### src/rtl/gnw_save_uploader_pkg.sv
// Shared definitions for the save-RAM uploader: FSM state encoding,
// timeout read sentinel and counter sizing helper.
package gnw_save_uploader_pkg;

    typedef enum logic [1:0] {
        ST_IDLE     = 2'd0,
        ST_FETCH    = 2'd1,
        ST_WAIT_ACK = 2'd2
    } state_t;

    localparam logic [15:0] TIMEOUT_DATA = 16'hFFFF;

    // Counter width able to hold n without wrapping.
    function automatic int unsigned cnt_width(input int unsigned n);
        return int'($clog2(n)) + 1;
    endfunction

endpackage

### src/rtl/gnw_save_uploader.sv
// Serves HPS upload reads of save RAM from a variable-latency memory and
// requests a save upload when the OSD closes with unsaved writes pending.
module gnw_save_uploader
    import gnw_save_uploader_pkg::*;
#(
    parameter int unsigned ADDR_WIDTH  = 13,
    parameter int unsigned SAVE_WORDS  = 4096,
    parameter logic [7:0]  SAVE_INDEX  = 8'd1,
    parameter int unsigned ACK_TIMEOUT = 255,
    parameter int unsigned REQ_HOLDOFF = 131072
) (
    input  logic                  clk_sys_131_072,
    input  logic                  reset,
    input  logic                  ioctl_upload,
    input  logic                  ioctl_rd,
    input  logic [24:0]           ioctl_addr,
    input  logic [7:0]            ioctl_index,
    output logic [15:0]           ioctl_din,
    output logic                  ioctl_wait,
    output logic                  ioctl_upload_req,
    input  logic                  save_wr,
    input  logic                  osd_status,
    output logic                  mem_rd,
    output logic [ADDR_WIDTH-1:0] mem_addr,
    input  logic [15:0]           mem_data,
    input  logic                  mem_ack
);

    localparam int unsigned TO_W   = cnt_width(ACK_TIMEOUT);
    localparam int unsigned HOLD_W = cnt_width(REQ_HOLDOFF);
    localparam logic [TO_W-1:0]     TO_LAST   = (ACK_TIMEOUT > 0) ? TO_W'(ACK_TIMEOUT - 1) : '0;
    localparam logic [HOLD_W-1:0]   HOLD_LOAD = HOLD_W'(REQ_HOLDOFF);
    localparam logic [ADDR_WIDTH:0] WORDS_LIM = (ADDR_WIDTH + 1)'(SAVE_WORDS);

    state_t                r_state;
    logic [15:0]           r_din;
    logic                  r_mem_rd;
    logic [ADDR_WIDTH-1:0] r_mem_addr;
    logic                  r_upload_req;
    logic                  r_dirty;
    logic [HOLD_W-1:0]     r_hold_cnt;
    logic [TO_W-1:0]       r_to_cnt;
    logic                  r_prev_osd;
    logic                  r_prev_upload;

    logic [ADDR_WIDTH-1:0] w_word;
    logic                  w_hit;
    logic                  w_in_range;
    logic                  w_dirty_clr;
    logic                  w_req;
    logic                  w_unused;

    assign w_word      = ioctl_addr[ADDR_WIDTH:1];
    assign w_hit       = ioctl_rd & ioctl_upload & (ioctl_index == SAVE_INDEX);
    assign w_in_range  = {1'b0, w_word} < WORDS_LIM;
    assign w_dirty_clr = r_prev_upload & ~ioctl_upload & (ioctl_index == SAVE_INDEX);
    assign w_req       = r_prev_osd & ~osd_status & r_dirty & ~ioctl_upload & (r_hold_cnt == '0);
    assign w_unused    = ^{ioctl_addr[24:ADDR_WIDTH+1], ioctl_addr[0]};

    // Stall starts in the hit cycle itself so the HPS never samples stale data.
    assign ioctl_wait       = ~reset & ((r_state != ST_IDLE) | (w_hit & w_in_range));
    assign ioctl_din        = r_din;
    assign ioctl_upload_req = r_upload_req;
    assign mem_rd           = r_mem_rd;
    assign mem_addr         = r_mem_addr;

    // Read fetch FSM.
    always_ff @(posedge clk_sys_131_072 or posedge reset) begin
        if (reset) begin
            r_state    <= ST_IDLE;
            r_din      <= '0;
            r_mem_rd   <= 1'b0;
            r_mem_addr <= '0;
            r_to_cnt   <= '0;
        end else begin
            r_mem_rd <= 1'b0;
            case (r_state)
                ST_IDLE: begin
                    if (w_hit) begin
                        if (w_in_range) begin
                            r_mem_addr <= w_word;
                            r_mem_rd   <= 1'b1;
                            r_state    <= ST_FETCH;
                        end else begin
                            r_din <= '0;
                        end
                    end
                end
                ST_FETCH: begin
                    r_to_cnt <= '0;
                    r_state  <= ioctl_upload ? ST_WAIT_ACK : ST_IDLE;
                end
                ST_WAIT_ACK: begin
                    // An abandoned upload wins over a coincident ack.
                    if (!ioctl_upload) begin
                        r_state <= ST_IDLE;
                    end else if (mem_ack) begin
                        r_din   <= mem_data;
                        r_state <= ST_IDLE;
                    end else if (r_to_cnt == TO_LAST) begin
                        r_din   <= TIMEOUT_DATA;
                        r_state <= ST_IDLE;
                    end else begin
                        r_to_cnt <= r_to_cnt + TO_W'(1);
                    end
                end
                default: r_state <= ST_IDLE;
            endcase
        end
    end

    // Dirty tracking and rate-limited save request.
    always_ff @(posedge clk_sys_131_072 or posedge reset) begin
        if (reset) begin
            r_dirty       <= 1'b0;
            r_upload_req  <= 1'b0;
            r_hold_cnt    <= '0;
            r_prev_osd    <= 1'b0;
            r_prev_upload <= 1'b0;
        end else begin
            r_prev_osd    <= osd_status;
            r_prev_upload <= ioctl_upload;
            r_upload_req  <= w_req;
            if (save_wr) begin
                r_dirty <= 1'b1;
            end else if (w_dirty_clr) begin
                r_dirty <= 1'b0;
            end
            if (w_req) begin
                r_hold_cnt <= HOLD_LOAD;
            end else if (r_hold_cnt != '0) begin
                r_hold_cnt <= r_hold_cnt - HOLD_W'(1);
            end
        end
    end

endmodule
### config.mk
export PLATFORM = sky130hd
export DESIGN_NAME = gnw_save_uploader
export DESIGN_NICKNAME = d
export VERILOG_FILES = /design/src/rtl/gnw_save_uploader_pkg.sv /design/src/rtl/gnw_save_uploader.sv
export SDC_FILE = /design/constraint.sdc
export NUM_CORES = 1
export LEC_CHECK = 0
export ABC_AREA = 1
export CELL_PAD_IN_SITES_DETAIL_PLACEMENT = 1
export CELL_PAD_IN_SITES_GLOBAL_PLACEMENT = 1
export CORE_UTILIZATION = 38
export CTS_CLUSTER_SIZE = 12
export DETAILED_ROUTE_END_ITERATION = 8
export GPL_ROUTABILITY_DRIVEN = 0
export PLACE_DENSITY = 0.89
export SLEW_MARGIN = 25
export SYNTH_ARGS = -nofsm -noshare
export SYNTH_HDL_FRONTEND = slang
export SYNTH_SLANG_ARGS = --single-unit
### constraint.sdc
create_clock -name clk_sys_131_072 -period 3.59 [get_ports clk_sys_131_072]
set_clock_uncertainty 0.05 [all_clocks]
set_input_delay 0.359 -clock clk_sys_131_072 [delete_from_list [all_inputs] [get_ports clk_sys_131_072]]
set_output_delay 0.359 -clock clk_sys_131_072 [all_outputs]
set_load 0.05 [all_outputs]
==> results.sh <==
export IMPL_maxSlewViolCount=0
export IMPL_synth_seq_cells=63
export IMPL_worst_pin_slew_ps=843
export IMPL_grt_pass1_vias=3259
export IMPL_irDropWorstVdd_uv=279
export IMPL_cap_violations=0
export IMPL_finalWirelength_um=9020
export IMPL_ys_async_sr_fraction=1.00
export IMPL_syn_area_per_cell_sq_um=8.14
export IMPL_synth_enable_flop_cells=0
export IMPL_synth_nets=463
export IMPL_grt_max_degree=49
export IMPL_yosysUniqueCellTypes=37
export IMPL_vias=2949
export IMPL_holdPathStages=2
export IMPL_slew_headroom=0.438
export IMPL_r2r_slack_ps=1420
export IMPL_ios=88
export IMPL_hold_viol_final=0
export IMPL_cts_root_buf="clkbuf_8"
export IMPL_rows=33
export IMPL_status="finished, final reports clean"
export IMPL_hold_path_class="reg -> reg"
export IMPL_cp_required_ps=3180
export IMPL_fill_cells=986
export IMPL_r2r_cells=8
export IMPL_h_tree_depth=3
export IMPL_core_sq_um=8300
export IMPL_seq_area_frac_synth=0.479
export IMPL_dpl_hpwl_um=6150
export IMPL_synth_common_cells="nand2_1, dfrtp_1, nor2_1"
export IMPL_cts_sinks=63
export IMPL_clockBufferDepth=2
export IMPL_end_kind="output pin"
export IMPL_slowest_delay_ps=820
export IMPL_utilization=0.526
export IMPL_ant_nets=0
export IMPL_path_clk_slew_ps=80
export IMPL_syn_area_sq_um=3290
export IMPL_timing_final_crit_share=0.739
export IMPL_antenna_found_initial=0
export IMPL_grt_setup_unrepaired="no"
export IMPL_slowest_stage="clkdlybuf4s50_1"
export IMPL_die_y_um=95.0
export IMPL_start_kind="input port"
export IMPL_cts_tree="yes"
export IMPL_setup_viol=0
export IMPL_synth_ff_type="dfrtp_1"
export IMPL_clkLatencyLatePin_ps=350
export IMPL_drtIter0Drc=129
export IMPL_yosysMostFrequentCell="nand2_1"
export IMPL_crit_path_max_fanout=4
export IMPL_syn_to_final_growth_pct=32.8
export IMPL_min_to="ioctl_din[8]"
export IMPL_timing_worst_setup_path_type="in -> out"
export IMPL_cp_cell_sequence="clkdlybuf4s50_1 -> inv_1 -> nor2_1 -> nand2_1 -> nor2_4 -> nand3_1 -> a21oi_1 -> clkdlybuf4s50_1"
export IMPL_synth_largest_area_cell="dfrtp_1"
export IMPL_via_per_inst=4.98
export IMPL_drc=0
export IMPL_cts_setup_buffers=0
export IMPL_cpMostUsedCell="clkdlybuf4s50_1"
export IMPL_layout_drive_gt1_share=0.113
export IMPL_cts_buffers=9
export IMPL_diodes=0
export IMPL_tns_ps=0
export IMPL_ctsHoldBuffers=0
export IMPL_hold_path_startpoint="ioctl_din[8]"
export IMPL_yosysWarnings=0
export IMPL_arrival_ps=2250
export IMPL_min_period_ps=2650
export IMPL_dieArea_sq_um=9030
export IMPL_grt_overflow_total=0
export IMPL_nNetsFinal=541
export IMPL_syn_instance_count=404
export IMPL_yosys_top_cells_area="dfrtp_1, nand2_1, nor2_1"
export IMPL_r2r_start="r_hold_cnt[0]"
export IMPL_fmax_ghz=0.377
export IMPL_start_util=0.396
export IMPL_track_usage=0.222
export IMPL_p_leak_nw=2.04
export IMPL_p_per_area_nw_per_um2=398
export IMPL_die_w_um=95.0
export IMPL_wl_per_cell_um=15.2
export IMPL_port_buffers=75
export IMPL_first_pass_iters=4
export IMPL_post_cts_resized=0
export IMPL_r2r_end="r_hold_cnt[0]"
export IMPL_grt_pass1_wl_um=15300
export IMPL_synth_top_area_share=0.479
==> power breakdown <==
part,internal (mW),total [mW],switching [mW]
clock network,0.534,0.840,0.306
registers,0.724,0.736,0.0118
logic,0.0721,0.162,0.0898
==> sequential cells by signal, indices dropped and copies added (netlist names), 2 cells and up <==
| register | flops |
|---|---|
| r_hold_cnt | 18 |
| r_state | 2 |
| r_to_cnt | 9 |
| mem_addr | 13 |
| ioctl_din | 16 |
==> cell type report <==
type | count | area [sq um] | share of cell area
sequential | 63 | 1580 | 0.361
clock inverter | 7 | 145 | 0.0332
inverter | 39 | 158 | 0.0361
clock buffer | 9 | 124 | 0.0284
multi-input combinational | 292 | 1470 | 0.336
timing repair buffer | 77 | 766 | 0.175
tap | 105 | 131 | 0.0301
==> stage by stage <==
step,worst slack [ps],cells,area (sq um),power [mW],hold slack (ps)
after floorplan,1610,404,3290,0.824,340
after global placement,981,576,4100,0.906,400
after CTS,908,592,4370,1.75,439
after global routing,783,592,4370,1.80,461
after detailed placement,937,576,4100,0.912,416
final,936,592,4370,1.74,434
==> per-layer routing <==
layer / vias to the layer above / track usage / share of wire
met4: 0 / 0.0947 / 0.024
met5: - / 0 / 0
met2: 64 / 0.406 / 0.52
met3: 15 / 0.0327 / 0.033
met1: 1440 / 0.256 / 0.42
li1: 1430 / - / -
==> logic make-up after synthesis <==
family	after synthesis	share of synthesized area
adder cells (fa/ha/maj)	3	0.0114
buffers and inverters	49	0.0742
flip-flops	63	0.479
AND/OR/NAND/NOR	261	0.378
AO/OA/AOI/OAI	18	0.0301
XOR/XNOR	10	0.0266
==> cell usage in the layout, fill, tap and decap left out, types with 3 or more instances in the layout <==
| master | n |
|---|---|
| nand2_1 | 117 |
| dfrtp_1 | 63 |
| a21oi_1 | 4 |
| nand4_1 | 9 |
| inv_2 | 5 |
| nor2_4 | 5 |
| xnor2_1 | 6 |
| clkdlybuf4s50_1 | 75 |
| clkbuf_8 | 9 |
| nand2_2 | 13 |
| ha_1 | 3 |
| o21ai_0 | 8 |
| nor2_1 | 63 |
| xor2_1 | 4 |
| nand3_1 | 40 |
| inv_1 | 31 |
| bufinv_16 | 4 |
==> critical path: cells and delay by family <==
| kind | cells | cell delay (ps) |
|---|---|---|
| AND/OR/NAND/NOR | 4 | 430 |
| AO/OA/AOI/OAI | 1 | 140 |
| buffers and inverters | 3 | 1310 |
==> worst max path at each step <==
stage,startpoint,cells past startpoint,end
6_report,ioctl_index[0],8,ioctl_wait
5_1_grt,ioctl_index[7],7,ioctl_wait
4_1_cts,ioctl_index[0],8,ioctl_wait
3_5_place_dp,ioctl_index[0],8,ioctl_wait
3_3_place_gp,ioctl_index[0],8,ioctl_wait
2_1_floorplan,reset,1,ioctl_din[0]
Note: power is estimated with default switching activity, not from simulation.
